**config.mk**
```make
export PLATFORM = sky130hd
export DESIGN_NAME = bist_response_analyzer_flat
export DESIGN_NICKNAME = d
export VERILOG_FILES = /design/src/rtl/bist_response_analyzer_if.sv /design/src/rtl/bist_response_analyzer.sv /design/src/flat_wrapper.sv
export SDC_FILE = /design/constraint.sdc
export NUM_CORES = 1
export LEC_CHECK = 0
export BUFFER_PORTS_ARGS = -buffer_cell sky130_fd_sc_hd__buf_2
export CELL_PAD_IN_SITES_DETAIL_PLACEMENT = 0
export CELL_PAD_IN_SITES_GLOBAL_PLACEMENT = 1
export CORE_AREA = 5 5 93 52
export DETAILED_ROUTE_END_ITERATION = 8
export DIE_AREA = 0 0 98 57
export GPL_TIMING_DRIVEN = 0
export PLACE_DENSITY_LB_ADDON = 0.1
export SYNTH_ARGS = -nofsm -noshare
export SYNTH_HDL_FRONTEND = slang
export SYNTH_SLANG_ARGS = --single-unit
```
**constraint.sdc**
```tcl
create_clock -name CLK -period 1.72 [get_ports CLK]
set_input_delay 0.344 -clock CLK [delete_from_list [all_inputs] [get_ports CLK]]
set_output_delay 0.344 -clock CLK [all_outputs]
set_load 0.05 [all_outputs]
```
**src/rtl/bist_response_analyzer_if.sv**
```systemverilog
// BIST response analyzer bus.
// Carries the controller inputs, the CUT response and the result pins.
interface bist_response_analyzer_if #(
  parameter int W = 8
);
  logic         START;
  logic         EN;
  logic         FINISH;
  logic [W-1:0] DATA_IN;
  logic [W-1:0] SIGNATURE;
  logic         BUSY;
  logic         DONE;
  logic         PASS;
  logic         FAIL;

  modport master (
    output START, EN, FINISH, DATA_IN,
    input  SIGNATURE, BUSY, DONE, PASS, FAIL
  );

  modport slave (
    input  START, EN, FINISH, DATA_IN,
    output SIGNATURE, BUSY, DONE, PASS, FAIL
  );
endinterface

```
**src/rtl/bist_response_analyzer.sv**
```systemverilog
// BIST response analyzer.
// Compacts CUT responses in a Galois MISR and checks signature and count.
module bist_response_analyzer #(
  parameter int           W         = 8,
  parameter logic [W-1:0] POLY      = W'(8'h1D),
  parameter logic [W-1:0] SEED_VAL  = '0,
  parameter logic [W-1:0] GOLDEN    = '0,
  parameter int           EXP_COUNT = 990,
  parameter int           CW        = 11
) (
  input  logic                     CLK,
  input  logic                     RESET,
  bist_response_analyzer_if.slave  bus
);

  typedef enum logic [1:0] {
    IDLE    = 2'd0,
    CAPTURE = 2'd1,
    COMPARE = 2'd2,
    DONE_S  = 2'd3
  } state_t;

  state_t        state_q, state_d;
  logic [W-1:0]  misr_q, misr_d;
  logic [CW-1:0] cnt_q, cnt_d;
  logic          start_q;
  logic          done_q, done_d;
  logic          pass_q, pass_d;
  logic          fail_q, fail_d;

  logic          rise;
  logic          match;
  logic [W-1:0]  misr_nxt;

  assign rise  = bus.START & ~start_q;
  assign match = (misr_q == GOLDEN) && (cnt_q == CW'(EXP_COUNT));

  // Galois step: shift up, fold the MSB back through the taps, add response.
  assign misr_nxt = {misr_q[W-2:0], 1'b0}
                  ^ ({W{misr_q[W-1]}} & POLY)
                  ^ bus.DATA_IN;

  // Registered state, signature, counter, result flags and START history.
  always_ff @(posedge CLK) begin
    if (RESET) begin
      state_q <= IDLE;
      misr_q  <= SEED_VAL;
      cnt_q   <= '0;
      start_q <= 1'b1;
      done_q  <= 1'b0;
      pass_q  <= 1'b0;
      fail_q  <= 1'b0;
    end else begin
      state_q <= state_d;
      misr_q  <= misr_d;
      cnt_q   <= cnt_d;
      start_q <= bus.START;
      done_q  <= done_d;
      pass_q  <= pass_d;
      fail_q  <= fail_d;
    end
  end

  // Next-state, capture and compare decisions.
  always_comb begin
    state_d = state_q;
    misr_d  = misr_q;
    cnt_d   = cnt_q;
    done_d  = done_q;
    pass_d  = pass_q;
    fail_d  = fail_q;
    case (state_q)
      IDLE, DONE_S: begin
        if (rise) begin
          misr_d  = SEED_VAL;
          cnt_d   = '0;
          done_d  = 1'b0;
          pass_d  = 1'b0;
          fail_d  = 1'b0;
          state_d = CAPTURE;
        end
      end
      CAPTURE: begin
        if (bus.EN) begin
          misr_d = misr_nxt;
          if (cnt_q != '1) cnt_d = cnt_q + 1'b1;
        end
        if (bus.FINISH) state_d = COMPARE;
      end
      COMPARE: begin
        pass_d  = match;
        fail_d  = ~match;
        done_d  = 1'b1;
        state_d = DONE_S;
      end
      default: state_d = IDLE;
    endcase
  end

  assign bus.SIGNATURE = misr_q;
  assign bus.BUSY      = (state_q == CAPTURE) || (state_q == COMPARE);
  assign bus.DONE      = done_q;
  assign bus.PASS      = pass_q;
  assign bus.FAIL      = fail_q;

endmodule
```
**src/flat_wrapper.sv**
```systemverilog
// flat-port wrapper written by rule: the top's interface ports become plain ports
module bist_response_analyzer_flat 
#(
  parameter int           W         = 8,
  parameter logic [W-1:0] POLY      = W'(8'h1D),
  parameter logic [W-1:0] SEED_VAL  = '0,
  parameter logic [W-1:0] GOLDEN    = '0,
  parameter int           EXP_COUNT = 990,
  parameter int           CW        = 11
)
  (CLK, RESET, bus_START, bus_EN, bus_FINISH, bus_DATA_IN, bus_SIGNATURE, bus_BUSY, bus_DONE, bus_PASS, bus_FAIL);
  bist_response_analyzer_if #(.W(W)) bus_i ();
  input  logic CLK;
  input  logic RESET;
  input wire logic [$bits(bus_i.START)-1:0] bus_START;
  input wire logic [$bits(bus_i.EN)-1:0] bus_EN;
  input wire logic [$bits(bus_i.FINISH)-1:0] bus_FINISH;
  input wire logic [$bits(bus_i.DATA_IN)-1:0] bus_DATA_IN;
  output wire logic [$bits(bus_i.SIGNATURE)-1:0] bus_SIGNATURE;
  output wire logic [$bits(bus_i.BUSY)-1:0] bus_BUSY;
  output wire logic [$bits(bus_i.DONE)-1:0] bus_DONE;
  output wire logic [$bits(bus_i.PASS)-1:0] bus_PASS;
  output wire logic [$bits(bus_i.FAIL)-1:0] bus_FAIL;
  assign bus_i.START = bus_START;
  assign bus_i.EN = bus_EN;
  assign bus_i.FINISH = bus_FINISH;
  assign bus_i.DATA_IN = bus_DATA_IN;
  assign bus_SIGNATURE = bus_i.SIGNATURE;
  assign bus_BUSY = bus_i.BUSY;
  assign bus_DONE = bus_i.DONE;
  assign bus_PASS = bus_i.PASS;
  assign bus_FAIL = bus_i.FAIL;
  bist_response_analyzer #(.W(W), .POLY(POLY), .SEED_VAL(SEED_VAL), .GOLDEN(GOLDEN), .EXP_COUNT(EXP_COUNT), .CW(CW)) u_core (.CLK(CLK), .RESET(RESET), .bus(bus_i));
endmodule
```
# Word-level counts from Yosys, hierarchy flattened
# Index checks and enable logic that the tools add are counted.
[totals]
mem_bits_ro = 0
output_inout_bits = 12
latch_bits = 0
input_bits = 13
mem_bits_rw = 0
mem_count = 0
register_bits = 25
[op_classes]
div_mod_pow = 0
n_mux = 14
n_shift = 0
reduce_logical = 11
eq_ne = 9
n_lt_le_gt_ge = 0
multipliers = 0
addsub = 1
bitwise = 5
[op_table]
columns = ["operator", "n"]
rows = [
  ["$mux W11", 3],
  ["$pmux W11 S2", 1],
  ["$mux W8", 2],
  ["$pmux W8 S2", 1],
  ["$add A11 B1 Y11 const B", 1],
  ["$eq A11 B10 Y1 const B", 1],
  ["$ne A11 B11 Y1 const B", 1],
  ["$logic_not A8 Y1", 1],
  ["$xor A8 B5 Y8", 1],
  ["$xor A8 B8 Y8", 1],
  ["$pmux W1 S2", 3],
  ["$pmux W2 S3", 1],
  ["$eq A2 B2 Y1 const B", 2],
  ["$mux W2", 2],
  ["$ne A2 B1 Y1 const B", 2],
  ["$ne A2 B2 Y1 const B", 2],
  ["$reduce_and A2 Y1", 2],
  ["$reduce_and A4 Y1", 1],
  ["$reduce_bool A2 Y1", 2],
  ["$reduce_and A3 Y1", 1],
  ["$eq A2 B1 Y1 const B", 1],
  ["$logic_not A2 Y1", 1],
  ["$not A1 Y1", 2],
  ["$reduce_or A2 Y1", 1],
  ["other kinds (4)", 4],
]

# Depth between registers and ports, before layout
# Gate-level depths: netlist of the first run.
[logic_depth]
depth_word = 4
ltp_mapped = 9
ltp_nobuf = 6

# Worst setup path after synthesis of the first run
# No wires, ideal clock.
[synth_path]
path_kind = "register to register"
start = "register u_core.state_q[0]"
end = "register u_core.cnt_q[4]"
path_stages_with_launch = 9
path_slack_ns = -0.135
setup_time_ns = 0.133
required_time_ns = 1.587
path_buffers = 2
arrival_time_ns = 1.722
cell_sequence = "dfxtp_1 inv_1 ha_1 mux2i_1 a21o_1 buf_2 buf_4 a211oi_1 o32ai_2"
[synth_via]
elab_chain_len = 4
[synth_lines]
columns = ["item", "line_no", "rtl"]
rows = [
  ["start: declaration", "bist_response_analyzer.sv:23", "state_t state_q, state_d;"],
  ["start signal: assignment", "bist_response_analyzer.sv:54", "state_q <= state_d;"],
  ["$eq A2 B2 Y1 / $logic_not A2 Y1 (equally long branches)", "bist_response_analyzer.sv:72", "case (state_q)"],
  ["$reduce_or A2 Y1", "bist_response_analyzer.sv:72", ""],
  ["$ne A2 B1 Y1 (no line) / $reduce_bool A2 Y1 (equally long branches)", "-", ""],
  ["$reduce_and A4 Y1 (no line)", "-", ""],
  ["end signal: assignment", "bist_response_analyzer.sv:56", "cnt_q <= cnt_d;"],
  ["end: declaration", "bist_response_analyzer.sv:25", "logic [CW-1:0] cnt_q, cnt_d;"],
]
# Several ways; a longest one is shown, not always the timed one.
# A chain may end at the register's enable or synchronous reset.

# Worst setup path in the final report of the first run
[layout_path]
start = "register u_core.state_q[1]"
end = "register u_core.cnt_q[4]"
# The elaborated chain is that of the path after synthesis.

==> flow_results.org, run 1 <==
** Outcome
- Result of the run :: complete, but fails checks
- Violations in the final reports :: negative setup slack

** Place
- Port Buffer Count :: 23
- Detailed placement finished with a half-perimeter wire length of around 2800 um.
- Placed cell count :: 236
- Before CTS, the worst setup slack after placement is -0.4193 ns.
- Routability-driven placement finished with a final weighted congestion of 0.8394.

** Final layout
- Cells with a size suffix above 1 make up 38.58% of the layout.
- The finished layout holds 254 standard cells, fillers aside.
- Antenna diode count :: 0
- For this run, the post-layout net count is around 220.
- The top cell types in the final layout, fill and taps aside, are sky130_fd_sc_hd__buf_2 (25), sky130_fd_sc_hd__dfxtp_1 (21), sky130_fd_sc_hd__nand2_1 (16), sky130_fd_sc_hd__xnor2_1 (11), sky130_fd_sc_hd__buf_4 (10).
- Counting the fill cells in the layout gives 407.
- Commonest non-fill, non-tap cell in the layout :: sky130_fd_sc_hd__buf_2
- Layout overhead on the synthesized area :: 39.65%

** Clock tree
- In this run the number of H-tree levels came out at 1.
- Clock insertion delay at the later pin of the skew report :: 0.28 ns
- Hold-fix buffer count after cts :: 0
- Clock-pin slew on the worst setup and hold paths :: roughly 0.10 ns
- Buffers inserted during clock tree synthesis total 3.
- TritonCTS built the clock tree.
- TritonCTS sink count :: 25
- Buffer levels on the longest clock path :: 2
- Buffer cell driving the clock tree root :: sky130_fd_sc_hd__clkbuf_8

** GRT
- The via count of the first global-routing pass is about 1.3k.
- The total overflow left after global routing is 0.
- The initial antenna violation count is 0.
- Entering global routing, the biggest net connects 15 pins.
- Total global-route track usage :: between 10% and 20%
- First-pass GRT wire length :: roughly 6700 um

** Power
- Dividing total power by cell area gives a power density of 1623 mW/mm^2.
- Static Leak :: 0.6792 nW
- In this run switching power makes up about 44% of total power.
- Internal power contribution :: roughly 1.7 mW
- Max rail drop VDD :: between 0.4 and 0.5 mV
- Per report_power, the clock group accounts for 12.0% of the total.
- Logic gate share of total power :: approximately 64%
- In this run the power spent charging and discharging nets is 1.331 mW.
- Portion of total power attributed to sequential cells :: 24.5%

** Yosys
- Mean cell area of the mapped netlist :: around 8.6 um^2
- Yosys printed 0 warnings.
- Of all flip-flops after synthesis, the portion carrying an async set or reset was 0%.
- Among all flip-flop cells after synthesis, the most frequent one is sky130_fd_sc_hd__dfxtp_1.
- The synthesized design contains 0 enable-type register cells.
- In the post-synthesis netlist, the biggest area contributors are sky130_fd_sc_hd__dfxtp_1 (37%), sky130_fd_sc_hd__xnor2_1 (7.1%), sky130_fd_sc_hd__ha_1 (4.6%), sky130_fd_sc_hd__a21oi_1 (4.5%), sky130_fd_sc_hd__nand2_1 (4.5%).
- Number of standard cells after synthesis :: 156
- The biggest area contributor in the post-synthesis netlist is sky130_fd_sc_hd__dfxtp_1.
- Number of nets in the synthesized netlist :: 174
- Counting distinct cell types in the post-synthesis netlist gives 40.
- Share of Yosys cell area claimed by the top area cell type :: between 30 and 40%
- In this run the cell area of the synthesized design comes to 0.001348 mm^2.
- Seq cells post-synth :: 25
- Summing the sequential cell areas from Yosys gives 37.14% of the chip area.

** Timing
- The routed design could run at a clock period as short as roughly 1.8 ns.
- Crit path setup slack, layout :: -0.03099 ns
- Worst-margin pin slew :: 0.6119 ns
- The final number of hold-violating endpoints came to 0.
- Finish-stage setup viols :: 1
- Clk_skew :: 0.006182 ns
- Fin. max-slew vios :: 0
- Share of the clock period used by the worst path after layout :: 101.8%
- The worst pin sits at a relative slew slack of around 59%.
- Unrepaired setup endpoints after global routing :: yes
- Highest clock frequency the design can meet :: between 500 and 600 MHz

** Routing
- In this run the remaining antenna-violating nets after routing total 0.
- In the final routed layout, each cell accounts on average for ~16 um.
- After detailed routing, the number of vias per cell comes to 5.291.
- Post-detailed-route DRC marker count :: 0
- Wires add up to 4069 um.
- Across all layers, the routed design uses 1344 vias.
- Before antenna repair, the detailed router went through 4 iterations.
- DR iter-0 viols :: 85

** Setup path
- Worst EP required :: 1.88 ns
- Worst path slowest cell :: sky130_fd_sc_hd__dfxtp_2
- On the worst path, the slowest cell contributes a delay of 0.34 ns.
- For the worst setup path, the data arrival time is 1.91 ns.
- STA classifies the critical path endpoint as a flip-flop.
- Sort of element at the start of the critical path :: flip-flop
- The worst register-to-register path has a depth of 8.
- Along the worst path, the maximum fanout reaches 6.
- Traced cell by cell, the critical path runs through buf_6, ha_4, mux2i_4, a21o_4, buf_8, buf_12, a211oi_4, o32ai_2.
- Critical setup path kind :: flip-flop to flip-flop

** Die
- Die ar. :: 0.005586 mm^2
- The initial utilization of the core area, before any placement, comes to between 30% and 40%.
- Die outline width :: around 100 um
- I/O pin cnt :: 25
- The core region is 0.004063 mm^2.
- Die Y :: 57 um
- The floorplan has 17 rows.

** Hold path
- The path class of the tightest hold or removal check is input port to flip-flop.
- Counting instances, the worst hold path has a depth of 2.

** Job
- Max-cap violations in this run came to 0.
[power by group through the flow]
stage	registers [mW]	clock network [mW]	logic, mW
after floorplan	0.875	0	0.806
after global placement	0.742	0	1.23
after detailed placement	0.745	0	1.23
after CTS	0.739	0.380	1.62
after global routing	0.760	0.398	2.07
final	0.748	0.365	1.94
[path summary, 6_finish.rpt]
kind | from | endpoint | slack (ns)
setup / recovery | u_core.state_q[1]$_SDFFE_PP0P_ | u_core.cnt_q[4]$_SDFFE_PP0P_ | -0.03
hold / removal | bus_START | u_core.start_q$_SDFF_PP1_ | 0.27
setup reg to reg | u_core.state_q[1]$_SDFFE_PP0P_ | u_core.cnt_q[4]$_SDFFE_PP0P_ | -0.03
hold reg to reg | u_core.bus.FAIL$_SDFFE_PP0P_ | u_core.bus.FAIL$_SDFFE_PP0P_ | 0.48
[sequential cells by signal, indices dropped and copies added, names as in the netlist]
register / flops
u_core.start_q: 1
u_core.bus.SIGNATURE: 8
u_core.cnt_q: 11
u_core.bus.DONE: 1
u_core.bus.PASS: 1
u_core.bus.FAIL: 1
u_core.state_q: 2
[layout make-up]
cell class / count / area [um^2] / share of cell area [%]
buffer: 6 / 51.30 / 2.726
clock buffer: 3 / 41.29 / 2.194
clock inverter: 1 / 5.005 / 0.2660
inverter: 7 / 30.03 / 1.596
multi-input combinational: 117 / 920.9 / 48.94
sequential: 25 / 508.0 / 26.99
tap: 57 / 71.32 / 3.790
timing repair buffer: 38 / 254.0 / 13.50
[stage by stage]
stage	power, mW	hold slack (ns)	TNS [ns]	cell area (um^2)	utilization (%)
floorplan	1.681	0.4506	0	1380	-
global placement	1.973	0.4586	-3.430	1567	38.56
detailed placement	1.978	0.4732	-3.860	1567	38.56
CTS	2.740	0.2621	-0.05623	1755	43.21
global route	3.228	0.2833	-0.4682	1882	46.32
finish	3.055	0.2690	-0.03099	1882	46.32
[cells in the mapped netlist, types with 3 or more instances]
cell and n:
sky130_fd_sc_hd__a211oi_1 5, sky130_fd_sc_hd__a21oi_1 12, sky130_fd_sc_hd__a22oi_1 3, sky130_fd_sc_hd__and3_1 3, sky130_fd_sc_hd__and4_1 3, sky130_fd_sc_hd__clkbuf_1 3, sky130_fd_sc_hd__dfxtp_1 25, sky130_fd_sc_hd__ha_1 5
sky130_fd_sc_hd__inv_1 6, sky130_fd_sc_hd__nand2_1 16, sky130_fd_sc_hd__nand3_1 4, sky130_fd_sc_hd__nand4_1 3, sky130_fd_sc_hd__nor2_1 5, sky130_fd_sc_hd__nor2b_1 3, sky130_fd_sc_hd__nor3_1 3, sky130_fd_sc_hd__nor4_1 4
sky130_fd_sc_hd__o21ai_0 4, sky130_fd_sc_hd__o21ai_1 3, sky130_fd_sc_hd__o311ai_1 3, sky130_fd_sc_hd__o31ai_1 3, sky130_fd_sc_hd__or3_1 6, sky130_fd_sc_hd__xnor2_1 11
[critical path, delay by kind of cell, from the launching register on]
kind,cells,cell delay [ns]
flops,1,0.34
compound gates,3,0.51
mux,1,0.08
fa+ha+maj,1,0.30
buf+inv,3,0.38
[kinds of logic after synthesis]
logic type,after synthesis,share of synthesized area (%)
simple gates,57,23.03
compound gates,43,22.66
flops,25,37.14
buf+inv,14,4.642
xor+xnor,11,7.149
fa+ha+maj,5,4.643
mux,1,0.7428
[layer usage]
metal	vias to the layer above	part of all wire [%]	wire length, um	track usage, %
met1	642	54	2196	24.04
met4	0	1.1	43	3.550
met2	36	40	1622	20.31
met5	-	0	0	0
li1	662	-	-	-
met3	4	5.1	207	3.419
[what timing repair did]
item	4_1_cts	5_1_grt
setup buffers	7	6
resized for setup	18	16
pin swaps	15	11
cloned	1	1
setup endpoints to repair	19	19
No activity file was read; power rests on OpenSTA's default activity.
==> run 2, diff against run 1 <==
--- a/config.mk
+++ b/config.mk
@@ -16,3 +16,4 @@
 export SYNTH_ARGS = -nofsm -noshare
 export SYNTH_HDL_FRONTEND = slang
 export SYNTH_SLANG_ARGS = --single-unit
+export TNS_END_PERCENT = 1
==> flow_results.org, run 2 (same netlist as run 1, synthesis figures left out) <==
** Outcome
- Result of the run :: complete, but fails checks
- Violations in the final reports :: negative setup slack

** Final layout
- Share of cells above drive strength 1 :: 40.61%
- The finished cells cover 0.001922 mm^2.
- The top cell types in the final layout, fill and taps aside, are sky130_fd_sc_hd__buf_2 (23), sky130_fd_sc_hd__dfxtp_1 (22), sky130_fd_sc_hd__nand2_1 (16), sky130_fd_sc_hd__xnor2_1 (11), sky130_fd_sc_hd__buf_4 (9).
- The register with the most flip-flops in the layout has 11 of them.
- Counting the fill cells in the layout gives 389.
- Antenna diode count :: 0
- Final #Nets :: 216
- Top reg by flops :: u_core.cnt_q
- The library cell used most frequently in the layout, excluding fill and tap cells, is sky130_fd_sc_hd__buf_2.
- Leaving out filler cells and counting taps, the final layout contains 254.
- Layout overhead on the synthesized area :: 42.62%

** Timing
- Hold Vio Cnt, Final :: 0
- Clk_skew :: between 0.002 and 0.0025 ns
- Finish-stage setup viols :: 8
- The routed design could run at a clock period as short as between 1.5 and 2 ns.
- Share of the clock period used by the worst path after layout :: 104.3%
- Hold is met by 0.2826 ns.
- The worst pin sits at a relative slew slack of 56.93%.
- For the pin with the worst max-slew slack, the measured transition is 0.6460 ns.
- Setup repair after global routing could not meet its margin everywhere.
- Timing would allow up to 557.4 MHz.
- Crit path setup slack, layout :: -0.07395 ns
- The number of slew-limit violations in the final report came to 0.

** Power
- Power comes to ~3.2 mW.
- Summed over all cells, the static leakage comes to about 0.68 nW.
- In this run the power density over the cells is 1666 mW/mm^2.
- Max rail drop VDD :: ~0.61 mV

** Setup path
- In this run the number of cells on the critical path is 6.
- The critical path ends at u_core.cnt_q[8]$_SDFFE_PP0P_.
- Highest net fanout along the worst path :: 5
- Walking the worst path, the cells encountered are buf_6, ha_4, mux2i_4, a21o_4, or4_4, a21oi_2.
- Crit path arrival time :: 2.01 ns
- Worst EP required :: 1.93 ns
- The slowest stage of the critical path is the sky130_fd_sc_hd__or4_4 cell.
- The worst register-to-register path begins at u_core.state_q[1]$_SDFFE_PP0P_.
- Category of cells accounting for the largest share of critical-path delay :: simple AND/OR/NAND/NOR gates
- The worst register-to-register path has a depth of 6.
- Endpoint type of the worst setup path :: flip-flop
- Minimum setup slack among reg-to-reg paths :: -0.07 ns
- Largest stage delay on the critical path :: roughly 0.53 ns
- The number of buffers and inverters on the critical path is 1.
- Setup crit start :: u_core.state_q[1]$_SDFFE_PP0P_
- The critical path in this run is classified as flip-flop to flip-flop.
- The endpoint identified for the worst register-to-register timing path is u_core.cnt_q[8]$_SDFFE_PP0P_.
- The worst setup path is launched from a flip-flop.

** Routing
- The detail route stage leaves a number of antenna-violating nets equal to 0.
- Dividing the detail-routed via count by the number of cells gives 5.382.
- Wire length per cell after detailed routing :: 16.51 um
- Post-detailed-route DRC marker count :: 0
- DR iter-0 viols :: 75
- Overall via count from detail_route :: around 1.4k
- Summed over all layers, the routed wires come to 4193 um.
- For this run, the detailed router's first-pass iteration total came to 4.

** Job
- Max-cap viol count :: 0

** Hold path
- The worst hold path belongs to the class input port to flip-flop.

** Clock tree
- In this run, post-CTS hold repair placed 0 buffers.
- TritonCTS sink count :: 25
- TritonCTS clock tree :: built
- In this run the number of H-tree levels came out at 1.
- For the worst-skew pair, the clock arrives at the later sink with an insertion delay of ~0.27 ns.
- Clock-pin slew was measured on the worst setup and hold paths at 0.09 ns.
- Total clock buffers created by CTS :: 3
- The clock passes through at most 2 buffers.
- Clock tree synthesis selected as its root buffer the cell sky130_fd_sc_hd__clkbuf_8.

** GRT
- The via count of the first global-routing pass was 1254.
- Total congestion overflow :: 0
- Global routing used 14.75% of the available tracks across all layers.
- Largest net degree at the start of global routing :: 15
- The initial antenna violation count is 0.
- First-pass GRT wire length :: around 6600 um

** Place
- The congestion estimate from routability-driven global placement came to 0.8198.
- Detailed placement ended at an HPWL of 2737 um.
- Prior to clock tree synthesis, the placed netlist has a worst setup slack of -0.3932 ns.
- After detailed placement, the total cell area comes to 0.001567 mm^2.
- Placed cell count :: 236
- During placement, the flow inserted port buffers numbering 23.

** Die
- From bottom edge to top edge, the die measures 57 um.
- Once the floorplan was initialized, standard cells occupied 33.17% of the core.
- The die covers 0.005586 mm^2.
- Core area :: between 0.004 and 0.005 mm^2
- In this run the horizontal extent of the chip is 98 um.
- I/O pin cnt :: 25
- Number of standard-cell rows in the floorplan :: 17
==> run 2: where the power goes <==
group          internal [mW]  switching, mW
clock network          0.163          0.200
registers              0.662         0.0863
logic                  0.978           1.11
total                   1.80           1.40
==> run 2: how the worst min path moves through the flow <==
stage / start / to / slack (ns) / cells past startpoint
6_report: bus_START / u_core.start_q$_SDFF_PP1_ / 0.28 / 2
5_1_grt: bus_START / u_core.start_q$_SDFF_PP1_ / 0.29 / 2
4_1_cts: bus_START / u_core.start_q$_SDFF_PP1_ / 0.27 / 2
3_5_place_dp: u_core.bus.FAIL$_SDFFE_PP0P_ / u_core.bus.FAIL$_SDFFE_PP0P_ / 0.46 / 2
3_3_place_gp: u_core.bus.FAIL$_SDFFE_PP0P_ / u_core.bus.FAIL$_SDFFE_PP0P_ / 0.46 / 2
2_1_floorplan: bus_START / u_core.start_q$_SDFF_PP1_ / 0.45 / 1
==> run 2: what timing repair did <==
action,4_1_cts,5_1_grt
pin swaps,16,14
setup buffers,13,1
cloned,1,0
resized for setup,20,25
endpoints found under the setup margin,19,21
==> run 2: final cells by class <==
class	instances	area, um^2	area share, %
buffer	6	42.54	2.214
clock buffer	3	41.29	2.148
clock inverter	1	5.005	0.2604
inverter	7	28.78	1.497
multi-input combinational	117	960.9	50.00
sequential	25	506.7	26.37
tap	57	71.32	3.711
timing repair buffer	38	265.3	13.80
==> run 2: metrics by stage <==
stage | utilization, % | setup TNS, ns
2_1_floorplan | - | -0.002461
3_3_place_gp | 38.56 | -3.316
3_5_place_dp | 38.56 | -4.002
6_report | 47.31 | -0.2793
4_1_cts | 44.72 | -0.3532
5_1_grt | 47.31 | -0.9076
==> run 2: per-layer routing <==
metal	global-route usage [%]	part of all wire, %	vias up
met4	2.761	1.1	0
met1	22.63	50	647
met5	0	0	-
met3	4.396	8.1	6
met2	20.21	41	54
li1	-	-	660
